[config.mk]
export PLATFORM = sky130hd
export DESIGN_NAME = mips_prog_loader
export DESIGN_NICKNAME = d
export VERILOG_FILES = /design/src/rtl/mips_prog_loader.sv
export SDC_FILE = /design/constraint.sdc
export NUM_CORES = 1
export LEC_CHECK = 0
export BUFFER_PORTS_ARGS = -buffer_cell sky130_fd_sc_hd__clkbuf_2
export CAP_MARGIN = 10
export CORE_AREA = 2 2 117 119
export DETAILED_ROUTE_END_ITERATION = 6
export DIE_AREA = 0 0 119 121
export PLACE_DENSITY_LB_ADDON = 0.12
export SLEW_MARGIN = 20
export SYNTH_ARGS = -nofsm -noshare
export SYNTH_HDL_FRONTEND = slang
export SYNTH_SLANG_ARGS = --single-unit
[constraint.sdc]
create_clock -name clock_in -period 2.7 [get_ports clock_in]
set_clock_uncertainty 0.05 [all_clocks]
set_input_delay 0 -clock clock_in [delete_from_list [all_inputs] [get_ports clock_in]]
set_output_delay 0 -clock clock_in [all_outputs]
set_load 0.02 [all_outputs]
[src/rtl/mips_prog_loader.sv]
`timescale 1ns/1ps
`default_nettype none
// ============================================================================
// Module      : mips_prog_loader
// Description : Program-load / run / dump sequencer placed in front of mips_np.
//               Streams a program into instruction memory with the core held in
//               reset. Releases the core for a fixed number of cycles. Then
//               streams a window of data memory out over a valid/ready port.
//               Optional build macro LOADER_VERIFY_EN adds a checksum
//               read-back pass (VERIFY state) between LOAD and RUN.
// Revision    : 1.0 - initial release
// ============================================================================
module mips_prog_loader #(
    parameter int DATA_W = 32,
    parameter int ADDR_W = 8,
    parameter int CYC_W  = 16
) (
    input  logic              clock_in,
    input  logic              reset_in,
    input  logic              start_in,
    input  logic [ADDR_W:0]   load_count_in,
    input  logic [CYC_W-1:0]  run_cycles_in,
    input  logic [ADDR_W-1:0] dump_base_in,
    input  logic [ADDR_W:0]   dump_count_in,
    input  logic              word_valid_in,
    input  logic [DATA_W-1:0] word_in,
    output logic              word_ready_out,
    output logic              cpu_reset_out,
    output logic              instrWrite_out,
    output logic [ADDR_W-1:0] instr_address_out,
    output logic [DATA_W-1:0] instr_out,
    input  logic [DATA_W-1:0] read_instr_in,
    output logic [ADDR_W-1:0] read_data_address_out,
    input  logic [DATA_W-1:0] read_data_in,
    output logic              dump_valid_out,
    output logic [DATA_W-1:0] dump_data_out,
    input  logic              dump_ready_in,
    output logic              busy_out,
    output logic              done_out,
    output logic              error_out
);

    typedef enum logic [2:0] {
        S_IDLE   = 3'd0,
        S_LOAD   = 3'd1,
        S_VERIFY = 3'd2,
        S_RUN    = 3'd3,
        S_DUMP   = 3'd4,
        S_DONE   = 3'd5
    } state_t;

    // Instruction memory depth, expressed in the count width.
    localparam logic [ADDR_W:0]  c_depth = {1'b1, {ADDR_W{1'b0}}};
    localparam logic [ADDR_W:0]  c_one_a = {{ADDR_W{1'b0}}, 1'b1};
    localparam logic [CYC_W-1:0] c_one_c = {{(CYC_W-1){1'b0}}, 1'b1};

    state_t            r_state;
    state_t            w_next;
    logic [ADDR_W:0]   r_load_count;
    logic [CYC_W-1:0]  r_run_cycles;
    logic [ADDR_W-1:0] r_dump_base;
    logic [ADDR_W:0]   r_dump_count;
    logic [ADDR_W:0]   r_load_idx;
    logic [CYC_W-1:0]  r_run_cnt;
    logic [ADDR_W:0]   r_dump_idx;
    logic              r_error;

    logic              w_start;
    logic              w_lc_over;
    logic [ADDR_W:0]   w_lc_clamp;
    logic              w_load_hs;
    logic              w_load_last;
    logic              w_run_last;
    logic              w_dump_hs;
    logic              w_dump_last;
    logic              w_ver_bad;

    // Chooses the first state after loading (and verifying): RUN, or skip
    // straight to DUMP/DONE when there is nothing to run or dump.
    function automatic state_t f_to_run(input logic [CYC_W-1:0] rc,
                                        input logic [ADDR_W:0]  dc);
        state_t s;
        if (rc != '0)
            s = S_RUN;
        else if (dc != '0)
            s = S_DUMP;
        else
            s = S_DONE;
        return s;
    endfunction

    assign w_start     = start_in & ((r_state == S_IDLE) | (r_state == S_DONE));
    assign w_lc_over   = (load_count_in > c_depth);
    assign w_lc_clamp  = w_lc_over ? c_depth : load_count_in;
    assign w_load_hs   = (r_state == S_LOAD) & word_valid_in;
    assign w_load_last = w_load_hs & (r_load_idx == (r_load_count - c_one_a));
    assign w_run_last  = (r_state == S_RUN) & (r_run_cnt == (r_run_cycles - c_one_c));
    assign w_dump_hs   = (r_state == S_DUMP) & dump_ready_in;
    assign w_dump_last = w_dump_hs & (r_dump_idx == (r_dump_count - c_one_a));
    assign error_out   = r_error;

`ifdef LOADER_VERIFY_EN
    logic [DATA_W-1:0] r_checksum;
    logic [DATA_W-1:0] r_ver_acc;
    logic [ADDR_W:0]   r_ver_idx;
    logic              w_ver_last;

    assign w_ver_last = (r_state == S_VERIFY) & (r_ver_idx == (r_load_count - c_one_a));
    assign w_ver_bad  = w_ver_last & ((r_ver_acc ^ read_instr_in) != r_checksum);

    // Checksum of accepted words, and the read-back accumulator used in VERIFY.
    always_ff @(posedge clock_in) begin
        if (reset_in) begin
            r_checksum <= '0;
            r_ver_acc  <= '0;
            r_ver_idx  <= '0;
        end else if (w_start) begin
            r_checksum <= '0;
            r_ver_acc  <= '0;
            r_ver_idx  <= '0;
        end else begin
            if (w_load_hs)
                r_checksum <= r_checksum ^ word_in;
            if (r_state == S_VERIFY) begin
                r_ver_acc <= r_ver_acc ^ read_instr_in;
                r_ver_idx <= r_ver_idx + c_one_a;
            end
        end
    end
`else
    logic w_unused_read;
    assign w_unused_read = ^read_instr_in;
    assign w_ver_bad     = 1'b0;
`endif

    // State register, latched configuration, progress counters and sticky error.
    always_ff @(posedge clock_in) begin
        if (reset_in) begin
            r_state      <= S_IDLE;
            r_load_count <= '0;
            r_run_cycles <= '0;
            r_dump_base  <= '0;
            r_dump_count <= '0;
            r_load_idx   <= '0;
            r_run_cnt    <= '0;
            r_dump_idx   <= '0;
            r_error      <= 1'b0;
        end else begin
            r_state <= w_next;
            if (w_start) begin
                r_load_count <= w_lc_clamp;
                r_run_cycles <= run_cycles_in;
                r_dump_base  <= dump_base_in;
                r_dump_count <= dump_count_in;
                r_load_idx   <= '0;
                r_run_cnt    <= '0;
                r_dump_idx   <= '0;
                r_error      <= w_lc_over;
            end else begin
                if (w_load_hs)
                    r_load_idx <= r_load_idx + c_one_a;
                if (r_state == S_RUN)
                    r_run_cnt <= r_run_cnt + c_one_c;
                if (w_dump_hs)
                    r_dump_idx <= r_dump_idx + c_one_a;
                if (w_ver_bad)
                    r_error <= 1'b1;
            end
        end
    end

    // Next-state selection and state-decoded outputs.
    always_comb begin
        w_next                = r_state;
        word_ready_out        = 1'b0;
        instrWrite_out        = 1'b0;
        instr_address_out     = '0;
        instr_out             = '0;
        read_data_address_out = '0;
        dump_valid_out        = 1'b0;
        dump_data_out         = '0;
        cpu_reset_out         = 1'b1;
        busy_out              = 1'b1;
        done_out              = 1'b0;
        unique case (r_state)
            S_IDLE, S_DONE: begin
                busy_out = 1'b0;
                done_out = (r_state == S_DONE);
                if (start_in)
                    w_next = (w_lc_clamp == '0) ? f_to_run(run_cycles_in, dump_count_in)
                                                : S_LOAD;
            end
            S_LOAD: begin
                word_ready_out    = 1'b1;
                instrWrite_out    = word_valid_in;
                instr_address_out = r_load_idx[ADDR_W-1:0];
                instr_out         = word_in;
`ifdef LOADER_VERIFY_EN
                if (w_load_last)
                    w_next = S_VERIFY;
`else
                if (w_load_last)
                    w_next = f_to_run(r_run_cycles, r_dump_count);
`endif
            end
`ifdef LOADER_VERIFY_EN
            S_VERIFY: begin
                instr_address_out = r_ver_idx[ADDR_W-1:0];
                if (w_ver_last)
                    w_next = w_ver_bad ? S_DONE : f_to_run(r_run_cycles, r_dump_count);
            end
`endif
            S_RUN: begin
                cpu_reset_out = 1'b0;
                if (w_run_last)
                    w_next = (r_dump_count != '0) ? S_DUMP : S_DONE;
            end
            S_DUMP: begin
                dump_valid_out        = 1'b1;
                read_data_address_out = r_dump_base + r_dump_idx[ADDR_W-1:0];
                dump_data_out         = read_data_in;
                if (w_dump_last)
                    w_next = S_DONE;
            end
            default: begin
                w_next = S_IDLE;
            end
        endcase
    end

endmodule
`default_nettype wire

==> metrics.txt <==
Hold Path Depth=4; largest cells by area after synthesis=dfxtp_1 31%, and2_1 9.8%, nand2_1 7.8%, xnor2_1 6.5%, a21oi_1 5.0%; critical path's largest stage delay=between 0.4 and 0.5 ns; Synth Area per Inst=about 7.5 um2; Switching Share=0.392; Die H=roughly 120 um; Clk pwr share=0.256; Residual DRC=0; port bufs=197; synthesized instance count=between 600 and 700; number of global-route vias before repair=between 5000 and 6000; clock-pin slew on the worst setup and hold paths=0.06 ns; Synth Cell Area=~5100 um2; die area=14400 um2; Core Box Area=approximately 13000 um2; max-cap violations=0; dominant synthesized flop cell=dfxtp_1; initial antenna violation count=0; P_leak=between 3 and 4 nW; final wirelength=approximately 15 mm; final hold violations=0; Period Utilization, post-route=0.915; Internal=2.94 mW; # setup viols final=0; dominant cell type by area after synthesis=dfxtp_1; met3 wire len=about 810 um; # diodes=0; Async SR Flop Fraction=0; Sequential Power Share=0.303; TritonCTS clock tree=built; DR iter-0 viols=around 220; worst IR drop on VDD=between 0.3 and 0.4 mV; most frequent cells in the layout=197 x clkbuf_2, 106 x nand2_1, 80 x and2_1; RePlAce Congestion=around 0.85; area of the multi-input gates=around 3300 um2; count of cells along the worst register-to-register path=9; Remaining Overflow, GRT=0; overall routing resource usage=0.207; TritonCTS buffer count=9; CP Cell Sequence=ha_1 > fa_1 > a21o_1 > a21o_1 > a21oi_1 > nor2_1 > nor2_1 > xor2_1 > nor2_1 > clkbuf_2; post-synthesis cell type count=57; fmax=405 MHz; row cnt=42; Detail Placement HPWL=roughly 11 mm; vias per cell=slightly below 5; setup bufs post-CTS=0; Skew-Pair Late Insertion Delay=approximately 0.34 ns; #FFs+latches synth=80; CP max FO=5; normalized max-slew margin=0.525; root buffer cell=clkbuf_16; fraction of layout cells with a size suffix above 1=0.256; r2r startpoint=r_run_cycles[0]; clock tree buffer depth=2; WL met1=between 6 and 7 mm; Vias=~5400; sequential cell area=roughly 1600 um2; met2 WL=between 7 and 8 mm; clock sinks=80; RSZ-0062 raised after global routing=false; hold_sp=start_in; most common cell after layout, fill and taps aside=clkbuf_2; outcome=complete, no violations; Post-synth EDFFs=0; io pins=230; minimum clock period=approximately 2.5 ns; antenna-violating nets left=0; top-area cell type share of the netlist area=0.313; nets=1070; H-tree levels=3; final setup TNS=0 ns; Die Wd=around 120 um; DR pass1 iterations=5; Yosys warnings=0; sequential cell area fraction in the yosys report=0.313; worst min path class=input pin to register; Most common cell on crit path=nor2_1; syn_nets=about 840; Gate power share=0.441; Final WS setup=0.230 ns; Top Metal Used=met4; largest net degree at the start of global routing=43; post-DR wirelength/cell=roughly 13 um; worst slew pin tran=around 0.71 ns; worst path arrival time=2.42 ns; first-pass GRT wire length=~24 mm; area delta synth->final=37.8%; net switching power figure=between 1.5 and 2 mW; Pwr Density=a little under 700 nW/um2; startpoint types=register; Filler cells=between 1000 and 1500; slowest stage cell, crit path=fa_1; max-slew violations=0; pre-CTS setup slack=roughly 0.10 ns; Setup CP Type=register to primary output; reg-to-reg slack, setup=0.25 ns; Critical Path RT=2.65 ns; crit end category=primary output; Initial Utilization=0.391; reg2reg end=r_state[0]; WHS Endpoint=r_run_cycles[11]
==> metrics by stage <==
step,cells,power [mW],cell area [um2],utilization,hold WS (ns)
floorplan,681,2.94,5120,-,0.0586
global placement,1032,3.51,6280,0.480,0.173
detailed placement,1032,3.56,6280,0.480,0.180
CTS,1093,4.87,7040,0.538,0.0760
global route,1093,5.19,7050,0.539,0.112
finish,1093,4.83,7050,0.539,0.0889
==> state kept, by name (all words and copies together), names as in the netlist <==
name / flops
r_run_cnt: 16
r_run_cycles: 16
r_dump_count: 9
r_dump_idx: 9
r_load_count: 9
r_load_idx: 9
r_dump_base: 8
r_state: 3
error_out: 1
==> cells by family after synthesis <==
logic type / Yosys count / synth area share
AOI/OAI and AO/OA: 111 / 0.138
xor gates and xnor gates: 68 / 0.119
adders and majority gates: 16 / 0.0401
buffers and inverters: 56 / 0.0438
DFF: 80 / 0.313
muxes: 3 / 0.00587
and+or+nand+nor: 347 / 0.340
==> worst max path at each step <==
stage                    start                  endpoint  cells after the start  slack (ns)
2_1_floorplan  r_run_cycles[0]                r_state[0]                      9        0.33
3_3_place_gp   r_run_cycles[1]                r_state[0]                     10        0.13
3_5_place_dp   r_run_cycles[1]                r_state[0]                     10        0.10
4_1_cts        r_run_cycles[1]                r_state[0]                     10        0.08
5_1_grt          r_dump_idx[0]  read_data_address_out[6]                     10        0.04
6_report         r_dump_idx[0]  read_data_address_out[6]                     10        0.23
==> power by group through the flow <==
stage | registers (mW) | clock network (mW) | logic, mW
2_1_floorplan | 1.44 | 0 | 1.50
6_report | 1.46 | 1.23 | 2.13
3_3_place_gp | 1.48 | 0 | 2.03
4_1_cts | 1.46 | 1.27 | 2.14
3_5_place_dp | 1.49 | 0 | 2.08
5_1_grt | 1.49 | 1.32 | 2.38
==> layout make-up <==
type	instances	share of cell area
inverters	19	0.0101
clock buffers	14	0.0374
repair buffers	257	0.220
clock inverters	2	0.00532
well taps	176	0.0312
multi-input cells	545	0.469
flip-flops and latches	80	0.227
==> repair_timing <==
| action | in CTS | in global routing |
|---|---|---|
| hold buffers | 45 | 0 |
| endpoints found under the setup margin | 0 | 3 |
| endpoints found under the hold margin | 43 | 0 |
| resized for setup | 0 | 5 |
==> per-layer routing <==
layer	vias up	track usage
met3	19	0.0301
li1	2784	-
met4	0	0.0811
met2	157	0.353
met5	-	0
met1	2471	0.266
==> worst max-delay path, delay by kind of cell, from the launching register on <==
family                   cells  cell delay, ns
adder cells (fa/ha/maj)      2            0.66
flip-flops                   1            0.38
AO/OA/AOI/OAI                3            0.52
AND/OR/NAND/NOR              3            0.22
buffers and inverters        1            0.15
XOR/XNOR                     1            0.16
==> cell usage after synthesis (4+ instances only) <==
| cell | number |
|---|---|
| nor3b_1 | 4 |
| and2_1 | 80 |
| clkbuf_1 | 30 |
| nand2_1 | 106 |
| dfxtp_1 | 80 |
| buf_2 | 4 |
| or3_1 | 7 |
| ha_1 | 14 |
| xnor2_1 | 38 |
| a21o_1 | 7 |
| nand4_1 | 18 |
| nand3_1 | 12 |
| o21ai_0 | 13 |
| a31oi_1 | 5 |
| inv_1 | 19 |
| and3_1 | 8 |
| xor2_1 | 29 |
| nor4_1 | 12 |
| a311oi_1 | 4 |
| nor3_1 | 17 |
| a211o_1 | 6 |
| a21oi_1 | 51 |
| nand2b_1 | 5 |
| nor2_1 | 64 |
Power figures use the tool's default switching activity.
